### src/rtl/alu_req_sequencer.sv
// Request/response sequencer in front of a multi-cycle ALU: registers one request,
// holds the ALU drive for the command's latency, captures the result and waits for the consumer.
module alu_req_sequencer #(
  parameter int WIDTH   = 8,
  parameter int LAT     = 1,
  parameter int MUL_LAT = 2
) (
  input  logic               CLK,
  input  logic               RST,
  input  logic               REQ_VALID,
  output logic               REQ_READY,
  input  logic [WIDTH-1:0]   REQ_OPA,
  input  logic [WIDTH-1:0]   REQ_OPB,
  input  logic [3:0]         REQ_CMD,
  input  logic               REQ_MODE,
  input  logic               REQ_CIN,
  input  logic [1:0]         REQ_INP_VALID,
  output logic               CE,
  output logic [WIDTH-1:0]   OPA,
  output logic [WIDTH-1:0]   OPB,
  output logic [3:0]         CMD,
  output logic               MODE,
  output logic               CIN,
  output logic [1:0]         INP_VALID,
  input  logic [2*WIDTH-1:0] RES,
  input  logic               COUT,
  input  logic               OFLOW,
  input  logic               G,
  input  logic               E,
  input  logic               L,
  input  logic               ERR,
  output logic               RSP_VALID,
  input  logic               RSP_READY,
  output logic [2*WIDTH-1:0] RSP_RES,
  output logic [5:0]         RSP_FLAGS,
  output logic [15:0]        TXN_CNT
);

  localparam int MAX_LAT = (LAT > MUL_LAT) ? LAT : MUL_LAT;
  localparam int CW      = (MAX_LAT < 1) ? 1 : $clog2(MAX_LAT + 1);

  typedef enum logic [1:0] {IDLE, BUSY, RESP} state_t;

  state_t        state;
  state_t        state_next;
  logic [1:0]    rst_sync;
  logic          rst_n;
  logic [CW-1:0] lat_cnt;
  logic          is_mul;

  // Reset asserts asynchronously but releases two edges later, so the
  // first acceptance cannot coincide with the edge that lifts RST.
  always_ff @(posedge CLK or negedge RST) begin
    if (!RST) rst_sync <= '0;
    else      rst_sync <= {rst_sync[0], 1'b1};
  end
  assign rst_n = rst_sync[1];

  assign is_mul    = REQ_MODE && ((REQ_CMD == 4'd9) || (REQ_CMD == 4'd10));
  assign REQ_READY = (state == IDLE);

  always_ff @(posedge CLK or negedge rst_n) begin
    if (!rst_n) state <= IDLE;
    else        state <= state_next;
  end

  always_comb begin
    state_next = state;
    case (state)
      IDLE: if (REQ_VALID) state_next = (REQ_INP_VALID != 2'b00) ? BUSY : RESP;
      BUSY: if (lat_cnt == '0) state_next = RESP;
      RESP: if (RSP_READY) state_next = IDLE;
      default: state_next = IDLE;
    endcase
  end

  always_ff @(posedge CLK or negedge rst_n) begin
    if (!rst_n) begin
      CE        <= 1'b0;
      OPA       <= '0;
      OPB       <= '0;
      CMD       <= '0;
      MODE      <= 1'b0;
      CIN       <= 1'b0;
      INP_VALID <= '0;
      lat_cnt   <= '0;
      RSP_VALID <= 1'b0;
      RSP_RES   <= '0;
      RSP_FLAGS <= '0;
      TXN_CNT   <= '0;
    end else begin
      case (state)
        IDLE: begin
          if (REQ_VALID) begin
            if (REQ_INP_VALID != 2'b00) begin
              OPA       <= REQ_OPA;
              OPB       <= REQ_OPB;
              CMD       <= REQ_CMD;
              MODE      <= REQ_MODE;
              CIN       <= REQ_CIN;
              INP_VALID <= REQ_INP_VALID;
              CE        <= 1'b1;
              lat_cnt   <= is_mul ? CW'(MUL_LAT) : CW'(LAT);
            end else begin
              // No operands: answer locally without waking the ALU.
              RSP_RES   <= '0;
              RSP_FLAGS <= 6'b000001;
              RSP_VALID <= 1'b1;
            end
          end
        end
        BUSY: begin
          if (lat_cnt != '0) begin
            lat_cnt <= lat_cnt - CW'(1);
          end else begin
            RSP_RES   <= RES;
            RSP_FLAGS <= {COUT, OFLOW, G, E, L, ERR};
            RSP_VALID <= 1'b1;
            CE        <= 1'b0;
          end
        end
        RESP: begin
          if (RSP_READY) begin
            RSP_VALID <= 1'b0;
            TXN_CNT   <= TXN_CNT + 16'd1;
          end
        end
        default: ;
      endcase
    end
  end

endmodule

### config.mk
export PLATFORM = sky130hd
export DESIGN_NAME = alu_req_sequencer
export DESIGN_NICKNAME = d
export VERILOG_FILES = /design/src/rtl/alu_req_sequencer.sv
export SDC_FILE = /design/constraint.sdc
export NUM_CORES = 1
export LEC_CHECK = 0
export CAP_MARGIN = 0
export CORE_ASPECT_RATIO = 1.75
export CORE_MARGIN = 10
export CORE_UTILIZATION = 25
export DETAILED_ROUTE_END_ITERATION = 7
export PLACE_DENSITY = 0.51
export SYNTH_ARGS = -nofsm -noshare
export SYNTH_HDL_FRONTEND = slang
export SYNTH_SLANG_ARGS = --single-unit
### constraint.sdc
create_clock -name CLK -period 2.3 [get_ports CLK]
set_input_delay 0.575 -clock CLK [delete_from_list [all_inputs] [get_ports CLK]]
set_output_delay 0.575 -clock CLK [all_outputs]
set_load 0.005 [all_outputs]
# Word level (Yosys, flattened, before mapping)
# Cells that the tools add are included.
[classes] add_sub_neg=2 eq_ne=11 n_mux=27 n_reduce_logical=15
[op_table] op="16-bit 2-to-1 mux" count=3
[op_table] op="16-bit one-hot mux with 2 select lines" count=1
[op_table] op="6-bit 2-to-1 mux" count=3
[op_table] op="16-bit by 1-bit adder with 16-bit output (second input constant)" count=1
[op_table] op="2-bit 2-to-1 mux" count=8
[op_table] op="2-bit != test (second input constant)" count=6
[op_table] op="6-bit one-hot mux with 2 select lines" count=1
[op_table] op="4-bit AND reduction" count=3
[op_table] op="4-bit equality test (second input constant)" count=2
[op_table] op="1-bit 2-to-1 mux" count=7
[op_table] op="2-bit one-hot mux with 3 select lines" count=1
[op_table] op="3-bit AND reduction" count=2
[op_table] op="2-bit nonzero test" count=3
[op_table] op="5-bit AND reduction" count=1
[op_table] op="2-bit zero test" count=2
[op_table] op="2-bit one-hot mux with 2 select lines" count=1
[op_table] op="1-bit one-hot mux with 3 select lines" count=1
[op_table] op="3-bit nonzero test" count=1
[op_table] op="2-bit by 1-bit equality test with 1-bit output (second input constant)" count=1
[op_table] op="2-bit equality test (second input constant)" count=1
[op_table] op="2-bit by 1-bit != test with 1-bit output (second input constant)" count=1
[op_table] op="1-bit one-hot mux with 2 select lines" count=1
[op_table] op="2-bit AND reduction" count=1
[op_table] op="2-bit by 1-bit subtractor with 2-bit output (second input constant)" count=1
[op_table] op="2 further kinds" count=2
[word_totals] ff_bits=70 output_inout_bits=65 wordCells=69

# Depth between registers and ports, before layout
[depth] ltp_word=7 mapped_depth=6 mapped_depth_nobuf=5

# Least setup slack after synthesis
# OpenSTA, ideal clock, no wires.
[synth_path] path_kind="input-to-reg" from="input port REQ_VALID" to="register CMD[0]" setup_time_ps=128 t_arrival_ps=1449 required_ps=2172 setup_slack_ps=724 stages=4 n_path_buf=1 cell_sequence="nor3b_2 > and2b_1 > buf_4 > mux2_1"
[synth_between] elab_chain_len=1
[synth_lines] item="from (decl)" line="10" text="input logic REQ_VALID,"
[synth_lines] item="3-bit AND reduction (no line)"
[synth_lines] item="to (signal assigned)" line="82" text="CMD <= '0;"
[synth_lines] item="to (signal assigned)" line="98" text="CMD <= REQ_CMD;"
[synth_lines] item="to (decl)" line="21" text="output logic [3:0] CMD,"
# Every way passes these cells.
# A chain may end at the register's enable or synchronous reset.

# Worst setup path in the final report
[layout_path] from="register state[1]" to="output port REQ_READY"
[layout_between] elab_chain_len=1
[layout_lines] item="from (decl)" line="44" text="state_t state;"
[layout_lines] item="from (signal assigned)" line="64" text="else state <= state_next;"
[layout_lines] item="2-bit zero test" line="60" text="assign REQ_READY = (state == IDLE);"
[layout_lines] item="to (decl)" line="11" text="output logic REQ_READY,"
# Every way passes these cells.

==> results.py <==
metrics = {
    "logic_synthesis": {
        "synthCells": 208,
        "netlist_area_um2": 2830,
        "synth_ff_type": "dfrtp_1",
        "synth_top_area_share": 0.619,
        "synth_edf_count": 0,
        "yosysWarnings": 0,
        "ys_types": 35,
        "syn-num-nets": 260,
        "synth_top_cell_by_area": "dfrtp_1",
        "ys_seq_elements": 70,
        "yosys-top-cells-area": "dfrtp_1 (62%), mux2_1 (8.8%), a22o_1 (6.5%)",
        "avgSynthCellArea_um2": 13.6,
        "async_reset_ff_frac": 1.00,
        "seq_area_frac_synth": 0.619,
    },
    "placed_design": {
        "hpwl_um": 5930,
        "io_buffer_count": 114,
        "gp_congestion": 0.687,
        "pre_cts_ws_ns": 0.0984,
    },
    "timing": {
        "fmax_ghz": 0.495,
        "setup-tns-final_ns": 0,
        "slew_viol_final": 0,
        "final.min_clock_period_ns": 2.02,
        "period_share": 0.879,
        "fin_skew_ns": 0.00605,
        "post-route-worst-setup-slack_ns": 0.279,
        "worst_pin_slew_ns": 0.595,
        "rsz0062_at_grt": "no",
        "hold_viol": 0,
        "relSlewSlack": 0.604,
        "setup_viol": 0,
    },
    "worst_setup_path": {
        "r2r_end": "OPA[2]$_DFFE_PN0P_",
        "worst_setup_path_start_kind": "register",
        "slowest_stage": "clkdlybuf4s50_1",
        "r2r-start": "state[1]$_DFFE_PN0P_",
        "required_ns": 1.73,
        "crit_path_cell_trace": "nor2_1, clkdlybuf4s50_1",
        "worstPathMaxFanout": 4,
        "crit_type": "reg -> out",
        "cp_slowest_stage_delay_ns": 0.57,
        "reg2reg_depth": 5,
        "critPathArrivalTime_ns": 1.45,
        "cp-endpoint": "REQ_READY",
        "reg2reg_slack_ns": 0.61,
        "worst_setup_path_end_kind": "output port",
        "startpoint": "state[1]$_DFFE_PN0P_",
    },
    "die": {
        "dieHeight_um": 161,
        "io_pins": 115,
        "die_area_um2": 16100,
        "die_w_um": 100,
        "coreArea_um2": 11100,
        "fp-row-count": 51,
        "initial_core_util": 0.255,
    },
    "global_routing": {
        "grt_pass1_vias": 2314,
        "grt_max_degree": 44,
        "use_met3": 0.0485,
        "use_met2": 0.165,
        "antenna_found_initial": 0,
        "grt-busiest-layer": "met2",
        "grt_pass1_wl_um": 12500,
        "use_met1": 0.103,
        "grt_overflow_total": 0,
        "grtUsageTotal": 0.0997,
    },
    "clock_tree": {
        "postCtsSetupBuffers": 0,
        "htreeDepth": 3,
        "clockBufferDepth": 2,
        "tritoncts": "yes",
        "cts.repair.resized": 0,
        "cts_root_buffer": "clkbuf_16",
        "cts_hold_buffers": 0,
        "clock_sinks": 70,
        "cts_buffers": 9,
        "path_clk_slew_ns": 0.06,
        "clk_latency_ns": 0.33,
    },
    "drt": {
        "first_pass_iters": 4,
        "routed_via_density": 4.38,
        "drt_wl_total_um": 7810,
        "drt_iter0_drc": 49,
        "drc_errors": 0,
        "drtAntennaViolNets": 0,
        "vias": 2050,
        "wl_per_cell_um": 16.7,
    },
    "power": {
        "ir_drop_uv": 475,
        "powerDensity_nw_per_um2": 1210,
        "leakagePower_nw": 1.98,
    },
    "job": {
        "drv_cap": 0,
    },
    "cells_and_area": {
        "syn_to_final_growth_pct": 58.1,
        "drive_above_1_share": 0.0952,
        "nets": 383,
        "antenna_cells": 0,
    },
    "worst_hold_path": {
        "min_path_type": "reg -> async",
    },
    "status": {
        "status": "finished clean",
    },
}
stage by stage:
| stage | hold slack, ns | instance area, um2 | instances | power [mW] | utilization |
|---|---|---|---|---|---|
| final | 0.276 | 4470 | 468 | 5.40 | 0.403 |
| after detailed placement | 0.307 | 4150 | 452 | 3.99 | 0.374 |
| after global placement | 0.306 | 4150 | 452 | 3.96 | 0.374 |
| after floorplan | 0.279 | 2830 | 208 | 2.77 | - |
| after global routing | 0.344 | 4470 | 468 | 5.77 | 0.403 |
| after CTS | 0.305 | 4470 | 468 | 5.54 | 0.403 |
power by group:
group	switching, mW	total [mW]	internal [mW]	leakage, nW
Clock	0.540	1.49	0.952	0.152
Sequential	0.265	1.95	1.68	0.874
Combinational	0.711	1.96	1.25	0.954
registers in the layout, summed over array words and instances, names as in the netlist:
| register | flops |
|---|---|
| OPB | 8 |
| MODE | 1 |
| INP_VALID | 2 |
| state | 2 |
| RSP_FLAGS | 6 |
| CE | 1 |
| CMD | 4 |
| CIN | 1 |
| lat_cnt | 2 |
| RSP_VALID | 1 |
| TXN_CNT | 16 |
| OPA | 8 |
| rst_sync | 2 |
| RSP_RES | 16 |
Yosys cell counts, types with 3 or more instances:
master    count
dfrtp_1      70
mux2_1       22
a22o_1       21
nand2_1      10
nor2_1        9
xor2_1        9
inv_1         7
nand3_1       7
xnor2_1       7
and3_1        6
buf_2         4
o21ai_0       4
nand2b_1      3
logic make-up (layout without fill, tap and decap cells):
kind of cell,Yosys count,count (layout),share of synthesized area
AOI/OAI and AO/OA,30,30,0.0845
xor gates and xnor gates,16,16,0.0496
muxes,25,25,0.0991
other,1,1,0.00133
adders and majority gates,2,2,0.00885
buffers and inverters,15,143,0.0296
and+or+nand+nor,49,49,0.108
DFF,70,70,0.619
worst max-delay path: cells and delay by family, from the launching register on:
kind,cells,cell delay [ns]
buffers and inverters,1,0.57
flip-flops,1,0.42
AND/OR/NAND/NOR,1,0.13
final cells by class:
class	count	area, um2
multi-input cells	123	992
fillers	1099	6630
clock inverters	7	97.6
well taps	132	165
clock buffers	9	225
repair buffers	120	1210
flip-flops and latches	70	1750
inverters	7	26.3
per-layer routing:
metal	wire, um	vias up	share of wire
met3	711	10	0.091
met2	4070	63	0.52
met5	0	-	0
met1	2880	1006	0.37
li1	-	971	-
met4	149	0	0.019
cell usage in the layout, fill, tap and decap left out, types with 2 or more instances in the layout:
| cell | count |
|---|---|
| nand3_1 | 7 |
| xor2_1 | 9 |
| clkinvlp_4 | 2 |
| inv_1 | 7 |
| o21ai_0 | 4 |
| nor3b_2 | 2 |
| a22o_1 | 21 |
| a21oi_1 | 2 |
| nand2b_1 | 3 |
| nor2_1 | 9 |
| ha_1 | 2 |
| clkbuf_16 | 9 |
| bufinv_16 | 2 |
| dfrtp_1 | 69 |
| clkdlybuf4s50_1 | 114 |
| mux2_2 | 2 |
| and3_1 | 6 |
| nand3_2 | 2 |
| mux2_1 | 22 |
| xnor2_1 | 7 |
| buf_4 | 4 |
| nand2_1 | 10 |
| buf_12 | 2 |
worst min-delay path by stage:
stage / from / end / slack, ns / depth (start not counted)
finish: rst_sync[1]$_DFF_PN0_ / RSP_FLAGS[3]$_DFFE_PN0P_ / 0.28 / 0
global placement: rst_sync[1]$_DFF_PN0_ / RSP_FLAGS[3]$_DFFE_PN0P_ / 0.31 / 0
global route: rst_sync[1]$_DFF_PN0_ / RSP_FLAGS[1]$_DFFE_PN0P_ / 0.34 / 0
CTS: rst_sync[1]$_DFF_PN0_ / RSP_FLAGS[5]$_DFFE_PN0P_ / 0.30 / 0
floorplan: RST / rst_sync[0]$_DFF_PN0_ / 0.28 / 0
detailed placement: rst_sync[1]$_DFF_PN0_ / RSP_FLAGS[3]$_DFFE_PN0P_ / 0.31 / 0
Note: power is estimated with default switching activity, not from simulation.
